<file path="src/rtl/ibtb_update_queue.sv">
// In-order update FIFO feeding the ibtb write port; drains one entry per cycle unless held or flushed.
// Optional build macro IBTB_UPDATE_COALESCE_EN merges a repeat of the newest entry's (pc, gh) in place.
package corep;
  typedef logic [37:0] pc38_t;
  typedef logic [7:0]  ibtb_gh_t;
  typedef logic [31:0] ibtb_info_t;
endpackage

module ibtb_update_queue #(
  parameter int DEPTH = 4,
  parameter int OCC_W = $clog2(DEPTH + 1)
) (
  input  logic              CLK,
  input  logic              nRST,
  input  logic              enq_valid,
  output logic              enq_ready,
  input  corep::pc38_t      enq_src_pc38,
  input  corep::ibtb_gh_t   enq_ibtb_gh,
  input  corep::ibtb_info_t enq_tgt_ibtb_info,
  input  logic              hold,
  input  logic              flush,
  output logic              update_valid,
  output corep::pc38_t      update_src_pc38,
  output corep::ibtb_gh_t   update_ibtb_gh,
  output corep::ibtb_info_t update_tgt_ibtb_info,
  output logic [OCC_W-1:0]  occupancy
);
  localparam int PTR_W = $clog2(DEPTH);

  corep::pc38_t      pc_q   [DEPTH];
  corep::ibtb_gh_t   gh_q   [DEPTH];
  corep::ibtb_info_t info_q [DEPTH];

  logic [PTR_W-1:0] head, tail, newest;
  logic [OCC_W-1:0] count;
  logic             full, deq, enq_fire, alloc, coal_hit;

  assign newest = tail - PTR_W'(1);
  assign full   = (count == OCC_W'(DEPTH));

`ifdef IBTB_UPDATE_COALESCE_EN
  // The newest entry can only be leaving when it is also the head.
  assign coal_hit = (count != '0) &&
                    (enq_src_pc38 == pc_q[newest]) &&
                    (enq_ibtb_gh == gh_q[newest]) &&
                    !(deq && (head == newest));
`else
  assign coal_hit = 1'b0;
`endif

  assign enq_ready = !full || coal_hit;
  assign enq_fire  = enq_valid && enq_ready && !flush;
  assign alloc     = enq_fire && !coal_hit;
  assign deq       = (count != '0) && !hold && !flush;

  assign update_valid         = deq;
  assign update_src_pc38      = pc_q[head];
  assign update_ibtb_gh       = gh_q[head];
  assign update_tgt_ibtb_info = info_q[head];
  assign occupancy            = count;

  always_ff @(posedge CLK or negedge nRST) begin
    if (!nRST) begin
      head  <= '0;
      tail  <= '0;
      count <= '0;
      for (int i = 0; i < DEPTH; i++) begin
        pc_q[i]   <= '0;
        gh_q[i]   <= '0;
        info_q[i] <= '0;
      end
    end else begin
      if (flush) begin
        head  <= '0;
        tail  <= '0;
        count <= '0;
      end else begin
        if (alloc) tail <= tail + PTR_W'(1);
        if (deq)   head <= head + PTR_W'(1);
        unique case ({alloc, deq})
          2'b10:   count <= count + OCC_W'(1);
          2'b01:   count <= count - OCC_W'(1);
          default: count <= count;
        endcase
      end
      if (alloc) begin
        pc_q[tail]   <= enq_src_pc38;
        gh_q[tail]   <= enq_ibtb_gh;
        info_q[tail] <= enq_tgt_ibtb_info;
      end
      if (enq_fire && coal_hit) info_q[newest] <= enq_tgt_ibtb_info;
    end
  end
endmodule

</file>
<file path="config.mk">
export PLATFORM = sky130hd
export DESIGN_NAME = ibtb_update_queue
export DESIGN_NICKNAME = d
export VERILOG_FILES = /design/src/rtl/ibtb_update_queue.sv
export SDC_FILE = /design/constraint.sdc
export NUM_CORES = 1
export LEC_CHECK = 0
export CORE_ASPECT_RATIO = 0.7
export CORE_MARGIN = 4
export CORE_UTILIZATION = 66
export DETAILED_ROUTE_END_ITERATION = 12
export DONT_BUFFER_PORTS = 1
export HOLD_SLACK_MARGIN = 0.05
export PLACE_DENSITY = 0.82
export SLEW_MARGIN = 20
export SYNTH_ARGS = -nofsm -noshare
export SYNTH_HDL_FRONTEND = slang
export SYNTH_SLANG_ARGS = --single-unit
</file>
<file path="constraint.sdc">
create_clock -name CLK -period 6.2 [get_ports CLK]
set_input_delay 1.55 -clock CLK [delete_from_list [all_inputs] [get_ports CLK]]
set_output_delay 1.55 -clock CLK [all_outputs]
set_load 0.05 [all_outputs]
</file>
==> results of run 1 <==
-- routing by layer --
layer	vias up	routed length (um)	global-route usage
li1	3034	-	-
met1	3919	11900	0.327
met2	236	13900	0.383
met3	49	2440	0.0750
met4	0	618	0.0550
met5	-	0	0
-- final cells by class --
cell class,count,share of cell area
Timing Repair Buffer,6,0.00373
Multi-Input combinational cell,441,0.388
Clock buffer,40,0.0549
Inverter,6,0.00162
Tap cell,282,0.0229
Clock inverter,13,0.0117
Sequential cell,319,0.517
-- stage by stage --
step,area (um2),utilization
6_report,15400,0.714
5_1_grt,15400,0.714
4_1_cts,15400,0.713
3_5_place_dp,14400,0.666
3_3_place_gp,14400,0.666
2_1_floorplan,14500,-
-- power groups by stage --
stage	Clock [mW]	Combinational (mW)	Sequential, mW
floorplan	0	1.96	2.97
global placement	0	2.02	3.11
detailed placement	0	2.10	3.18
CTS	1.93	2.11	3.15
global route	2.02	2.19	3.21
finish	1.90	2.09	3.15
-- flip-flops by register name, indices dropped and copies added, names as in the netlist --
name and count:
info_q 128, pc_q 152, tail 2, head 2, occupancy 3, gh_q 32
-- path summary, 6_finish.rpt --
check,cells past startpoint,to,slack (ns),startpoint
worst max-delay path,2,update_tgt_ibtb_info[9],1.46,head[0]$_DFFE_PN0P_
worst min-delay path,1,pc_q[61]$_DFFE_PN0P_,0.50,pc_q[61]$_DFFE_PN0P_
worst max register to register,5,info_q[114]$_DFFE_PN0P_,2.88,occupancy[2]$_DFFE_PN0P_
worst min register to register,1,pc_q[61]$_DFFE_PN0P_,0.50,pc_q[61]$_DFFE_PN0P_
max in group asynchronous,0,pc_q[114]$_DFFE_PN0P_,4.88,nRST
min in group asynchronous,0,pc_q[136]$_DFFE_PN0P_,0.71,nRST
-- cells in the mapped netlist (3+ instances only) --
master,n,area share
mux2_2,232,0.18
nand3_4,4,0.0048
dfrtp_1,319,0.55
ha_1,4,0.0035
a21oi_1,7,0.0024
buf_2,12,0.0042
nand3_1,3,0.0010
inv_1,5,0.0013
buf_12,8,0.011
mux2_4,80,0.083
buf_6,5,0.0039
mux4_2,78,0.12
clkbuf_1,10,0.0026
o21ai_0,4,0.0014
buf_4,21,0.011
-- cells by family (layout without fill, tap and decap cells) --
logic type | after synthesis | after routing
mux | 390 | 390
flops | 319 | 319
buf+inv | 62 | 65
simple gates | 23 | 23
compound gates | 22 | 22
fa+ha+maj | 5 | 5
xor+xnor | 1 | 1
==> flow_summary.ini, run 1 <==
[worst_setup_path]
required_ns = 4.65
arrival_ns = 3.19
critPathMaxStageDelay_ns = 1.09
crit_buf_inv = 1
crit_fanout = 47
endpoint_kind = output pin
start_kind = flip-flop
worst-setup-path-type = reg2out
crit_family = flip-flops
crit_chain = buf_4 > mux4_2
critPathSlowestCell = dfrtp_4

[placement]
numPlacedInstances = 1053
post-place-ws_ns = 1.98
hpwlAfterDp_um = 18000
numPortBuffers = 0
gp_congestion = 0.887

[synth]
synth-seq-cells = 319
yosys_warnings = 0
synth-simple-area-share = 0.0135
synthXorXnorAreaFrac = 0.000606
syn_nets = 910
synthAdderAreaFrac = 0.00485
avgSynthCellArea_um2 = 17.6
syn_area_mm2 = 0.0145
synth_cells = 822
synth_flop_cell = dfrtp_1
post_synth_num_cell_types = 35
synth-async-reset-ratio = 1.00
synth_top_family_by_area = multiplexers
muxShareOfSynthArea = 0.385
synth-edff-count = 0
yosysSeqAreaShare = 0.552
synth_compound_area_frac = 0.00952

[final_layout]
diodes = 0
register_area_mm2 = 0.00799
fillers = 1298
fin_cells = 1107
layout_commonest_cell = dfrtp_1
nNetsFinal = 892
syn_to_final_growth_pct = 6.77
final_cell_mix = 317 x dfrtp_1, 232 x mux2_2, 80 x mux2_4, 78 x mux4_2, 30 x clkbuf_16
drive_gt1_frac = 0.554
multi_input_area_mm2 = 0.00599

[power_and_ir_drop]
powerDensity_mw_per_mm2 = 463
p_leak_nw = 7.00
power_frac_clock = 0.266
power_frac_seq = 0.441
total_power_mw = 7.14
p_switching_mw = 2.35
power_frac_comb = 0.293
p_sw_frac = 0.330
ir_worst_vdd_v = 0.000223
intPower_mw = 4.79

[clock_network]
ctsResizeCount = 0
path_clk_slew_ns = 0.07
htreeDepth = 1
cts_tree = built
hold_buffers = 0
cts_sinks = 319
cts_made_buffers = 30
cts-root-buf = clkbuf_16
cts_setup_buffers = 0
clock_latency_ns = 0.56
clockBufferDepth = 3

[routing]
wl_um = 28800
wire_per_inst_um = 26.1
vias = 7238
drt_pass1_iterations = 5
via_per_inst = 6.54
detail-route-antenna-nets = 0
route.detailed.drc = 0
drt_iter0_markers = 511

[global_routing]
antenna_found_initial = 0
grt_use_total = 0.239
grt_pass1_wl_um = 46100
grt_pass1_vias = 8102
grt.overflow.total = 0
grt_max_degree = 320

[floorplanning]
io_pins = 166
die-area_mm2 = 0.0244
rows = 45
die_w_um = 185
core_area_mm2 = 0.0216
start_util = 0.669
die_y_um = 132

[timing]
skew_ns = 0.0278
finalCriticalPeriod_ns = 4.74
setup_ws_ns = 1.46
slew_headroom = 0.280
finalSetupViolCount = 0
fin_crit_sh = 0.764
rsz0062_at_grt = false
tightestPinTransition_ns = 1.08
fin_hold_ws_ns = 0.501
slew_violations = 0
tns_ns = 0
fmax_mhz = 211
hold_viol = 0

[flow_run]
drv_cap = 0

[hold_path]
min_path_type = reg2reg

[status]
run_status = finished clean
(Power assumes the default switching activity.)
==> run 2, diff against run 1 <==
Settings changed: CORE_UTILIZATION 66 to 57, PLACE_DENSITY 0.82 to 0.75.
Clock period 6.2 ns to 3.85 ns, I/O delays scaled along.
==> run 2 against run 1 <==
Net effect:
- cell count increased by 4.8%
- first-iteration DRC count decreased by 34%
- non-clock buffer count up 6
- die area rose by 15%
- via count grew 1.2%
==> flow_summary.ini, run 2 (same netlist as run 1, synthesis figures left out) <==
[status]
run_status = finished clean

[final_layout]
fin_cells = 1160
layout_commonest_cell = dfrtp_1
fin_util = 0.635
final_cell_mix = 317 x dfrtp_1, 232 x mux2_2, 80 x mux2_4, 78 x mux4_2, 31 x clkbuf_16
reg.largest.list = pc_q (152), info_q (128), gh_q (32)
regMostFlops = pc_q
drive_gt1_frac = 0.560
nNetsFinal = 899
register_area_mm2 = 0.00799
diodes = 0
multi_input_area_mm2 = 0.00599
largest_register_ff_count = 152
fillers = 1646
design_area_mm2 = 0.0158
syn_to_final_growth_pct = 8.96

[worst_setup_path]
crit_buf_inv = 1
crit_cells = 2
critPathMaxStageDelay_ns = 0.86
r2r_cells = 6
arrival_ns = 2.54
worst-setup-path-type = reg2out
start_kind = flip-flop
required_ns = 2.89
crit_chain = buf_4 > mux4_2
crit_family = flip-flops
crit_path_start = head[0]$_DFFE_PN0P_
crit_fanout = 31
critPathSlowestCell = dfrtp_4
endpoint_kind = output pin
reg2reg_from = occupancy[0]$_DFFE_PN0P_

[routing]
wire_per_inst_um = 25.7
wl_um = 29800
drt_pass1_iterations = 4
via_per_inst = 6.31
vias = 7323
route.detailed.drc = 0
drt_iter0_markers = 338
detail-route-antenna-nets = 0

[power_and_ir_drop]
power_frac_comb = 0.287
intPower_mw = 8.05
ir_worst_vdd_v = 0.000463
total_power_mw = 11.9
power_frac_seq = 0.426
p_sw_frac = 0.321
p_switching_mw = 3.81
p_leak_nw = 7.13
power_frac_clock = 0.287
powerDensity_mw_per_mm2 = 753

[clock_network]
cts_setup_buffers = 0
hold_buffers = 0
htreeDepth = 1
cts_made_buffers = 31
ctsResizeCount = 0
clockBufferDepth = 3
cts-root-buf = clkbuf_16
cts_tree = built
path_clk_slew_ns = 0.06
cts_sinks = 319
clock_latency_ns = 0.56

[timing]
fin_hold_ws_ns = 0.106
fmax_mhz = 285
skew_ns = 0.0148
hold_viol = 0
tightestPinTransition_ns = 0.882
slew_violations = 0
finalSetupViolCount = 0
finalCriticalPeriod_ns = 3.50
setup_ws_ns = 0.346
tns_ns = 0
rsz0062_at_grt = false
fin_crit_sh = 0.910
slew_headroom = 0.409

[placement]
dpl_cell_area_mm2 = 0.0146
gp_congestion = 0.925
hpwlAfterDp_um = 18700
post-place-ws_ns = 0.812
numPortBuffers = 0
numPlacedInstances = 1102

[flow_run]
drv_cap = 0

[floorplanning]
die_y_um = 141
rows = 48
die_w_um = 198
io_pins = 166
start_util = 0.583
die-area_mm2 = 0.0280
core_area_mm2 = 0.0248

[global_routing]
grt_use_total = 0.217
grt.overflow.total = 0
antenna_found_initial = 1
grt_max_degree = 320
grt_pass1_vias = 8234
grt_pass1_wl_um = 47900

[hold_path]
min_path_type = in2async
## run 2: changes by cell type in the layout (fill, tap and decap cells not counted), sizes merged
cell,change
clkbuf,+4
buf,+6
inv,+2
clkinv,-5
bufinv,+3
## run 2: worst paths after layout
path	to	slack, ns
worst max-delay path	update_src_pc38[8]	0.35
worst min-delay path	info_q[16]$_DFFE_PN0P_	0.11
worst max register to register	occupancy[1]$_DFFE_PN0P_	0.79
worst min register to register	info_q[49]$_DFFE_PN0P_	0.50
max in group asynchronous	head[0]$_DFFE_PN0P_	3.02
min in group CLK	head[1]$_DFFE_PN0P_	0.48
## run 2: area by class of cell
cell class              instances  area share
flip-flops and latches        319       0.507
multi-input cells             441       0.380
clock buffers                  44      0.0587
well taps                     325      0.0258
clock inverters                13      0.0159
repair buffers                 12      0.0110
inverters                       6     0.00159
## run 2: worst reg2reg max path: cells and delay by family, from the launching register on
family | cells | cell delay, ns
AND/OR/NAND/NOR | 2 | 1.00
flip-flops | 1 | 0.87
AO/OA/AOI/OAI | 3 | 0.58
adder cells (fa/ha/maj) | 1 | 0.49
## run 2: layer usage
layer | vias to the layer above | wire, um | GRT usage | part of all wire
li1 | 3048 | - | - | -
met2 | 232 | 14700 | 0.359 | 0.49
met4 | 2 | 436 | 0.0388 | 0.015
met1 | 4005 | 12500 | 0.294 | 0.42
met5 | - | 13 | 0 | 0.00044
met3 | 36 | 2180 | 0.0624 | 0.073
## run 2: power by group through the flow
stage	registers, mW	clock network, mW	logic [mW]
5_1_grt	5.16	3.62	3.57
4_1_cts	5.05	3.47	3.43
2_1_floorplan	4.79	0	3.16
3_5_place_dp	5.10	0	3.41
3_3_place_gp	5.02	0	3.30
6_report	5.05	3.40	3.41
==> run 3, diff against run 2 <==
Settings changed: HOLD_SLACK_MARGIN 0.05 to 0.1, RECOVER_POWER from default to 25.
==> run 3 against run 2 <==
Net effect:
- the run now ends with max-capacitance violations, max-slew violations left
- sequential power about the same
- clock power about the same
- cell count increased by 0.26%
- worst hold slack improved by 0.26 ns
- critical endpoint is now update_tgt_ibtb_info[23]
- highest routed layer unchanged
==> flow_summary.ini, run 3 (same netlist as run 1, synthesis figures left out) <==
[status]
run_status = complete, but fails checks
violations = max-capacitance violations, max-slew violations

[clock_network]
htreeDepth = 1
clock_latency_ns = 0.56
cts-root-buf = clkbuf_16
cts_tree = built
cts_setup_buffers = 0
ctsResizeCount = 0
cts_made_buffers = 31
path_clk_slew_ns = 0.06
clockBufferDepth = 3
cts_sinks = 319

[final_layout]
multi_input_area_mm2 = 0.00599
reg.largest.list = pc_q (152), info_q (128), gh_q (32)
nNetsFinal = 902
fillers = 1646
diodes = 0
drive_gt1_frac = 0.562
layout_commonest_cell = dfrtp_1
largest_register_ff_count = 152
register_area_mm2 = 0.00799
syn_to_final_growth_pct = 9.21
final_cell_mix = 317 x dfrtp_1, 232 x mux2_2, 80 x mux2_4, 78 x mux4_2, 31 x clkbuf_16
regMostFlops = pc_q

[floorplanning]
start_util = 0.583
die_y_um = 141
die-area_mm2 = 0.0280
core_area_mm2 = 0.0248
io_pins = 166
die_w_um = 198
rows = 48

[global_routing]
grt_pass1_wl_um = 47900
grt.overflow.total = 0
grt_use_total = 0.217
grt_pass1_vias = 8234
grt_max_degree = 320
antenna_found_initial = 1

[worst_setup_path]
arrival_ns = 2.54
r2r_slack_ns = 0.77
reg2reg_from = occupancy[0]$_DFFE_PN0P_
r2r_cells = 6
reg2reg_to = occupancy[1]$_DFFE_PN0P_
endpoint_kind = output pin
start_kind = flip-flop
crit_fanout = 36
required_ns = 2.89
worst-setup-path-type = reg2out
crit_path_start = head[0]$_DFFE_PN0P_

[timing]
finalCriticalPeriod_ns = 3.50
fmax_mhz = 286
fin_crit_sh = 0.909
finalSetupViolCount = 0
hold_viol = 0
rsz0062_at_grt = false
slew_headroom = -1.01
setup_ws_ns = 0.350
skew_ns = 0.0162
slew_violations = 198
tightestPinTransition_ns = 3.01
tns_ns = 0

[placement]
post-place-ws_ns = 0.812
numPortBuffers = 0
hpwlAfterDp_um = 18700
gp_congestion = 0.925

[power_and_ir_drop]
powerDensity_mw_per_mm2 = 755
p_leak_nw = 7.15
ir_worst_vdd_v = 0.000465

[hold_path]
min_path_type = in2async

[routing]
wire_per_inst_um = 26.0
dr_wl_met3_um = 2030
dr.max_layer_used = met5
detail-route-antenna-nets = 0
drt_iter0_markers = 346
route.detailed.drc = 0
drt_pass1_iterations = 4
wl_met1_um = 13000
vias = 7300
dr_wl_met2_um = 14800
wl_um = 30200
via_per_inst = 6.28

[flow_run]
drv_cap = 2
run 3: area by class of cell:
cell class,instances,area share
Sequential cell,319,0.506
Multi-Input combinational cell,441,0.379
Clock buffer,44,0.0585
Tap cell,325,0.0257
Clock inverter,13,0.0158
Timing Repair Buffer,15,0.0133
Inverter,6,0.00158
run 3: power by group:
| part | switching (mW) | total [mW] | internal [mW] |
|---|---|---|---|
| registers | 0.656 | 5.06 | 4.40 |
| logic | 1.96 | 3.48 | 1.51 |
| clock network | 1.26 | 3.40 | 2.14 |
run 3: critical path, stage by stage (launching register included):
cell and delay (ns):
dfrtp_4 0.85, buf_12 0.36, mux4_2 0.73
run 3: worst max-delay path by stage:
stage                                    end  slack (ns)  cells after the start
floorplan           occupancy[1]$_DFFE_PN0P_        0.47                      6
global placement          update_src_pc38[0]        0.85                      2
detailed placement  occupancy[1]$_DFFE_PN0P_        0.81                      6
CTS                 update_tgt_ibtb_info[30]        0.26                      2
global route              update_src_pc38[0]        0.16                      2
finish              update_tgt_ibtb_info[23]        0.35                      2
run 3: metrics by stage:
step	cell area, um2	power (mW)	hold slack [ns]	util	cells
global route	15800	12.4	0.398	0.637	1163
finish	15800	11.9	0.369	0.637	1163
detailed placement	14600	8.52	0.488	0.587	1102
CTS	15700	12.0	0.0763	0.634	1159
global placement	14600	8.33	0.481	0.587	1102
floorplan	14500	7.95	0.474	-	822
run 3: routing by layer:
| metal | track usage | vias up |
|---|---|---|
| met5 | 0 | - |
| met4 | 0.0388 | 2 |
| met3 | 0.0624 | 36 |
| met2 | 0.359 | 197 |
| met1 | 0.294 | 4006 |
| li1 | - | 3059 |
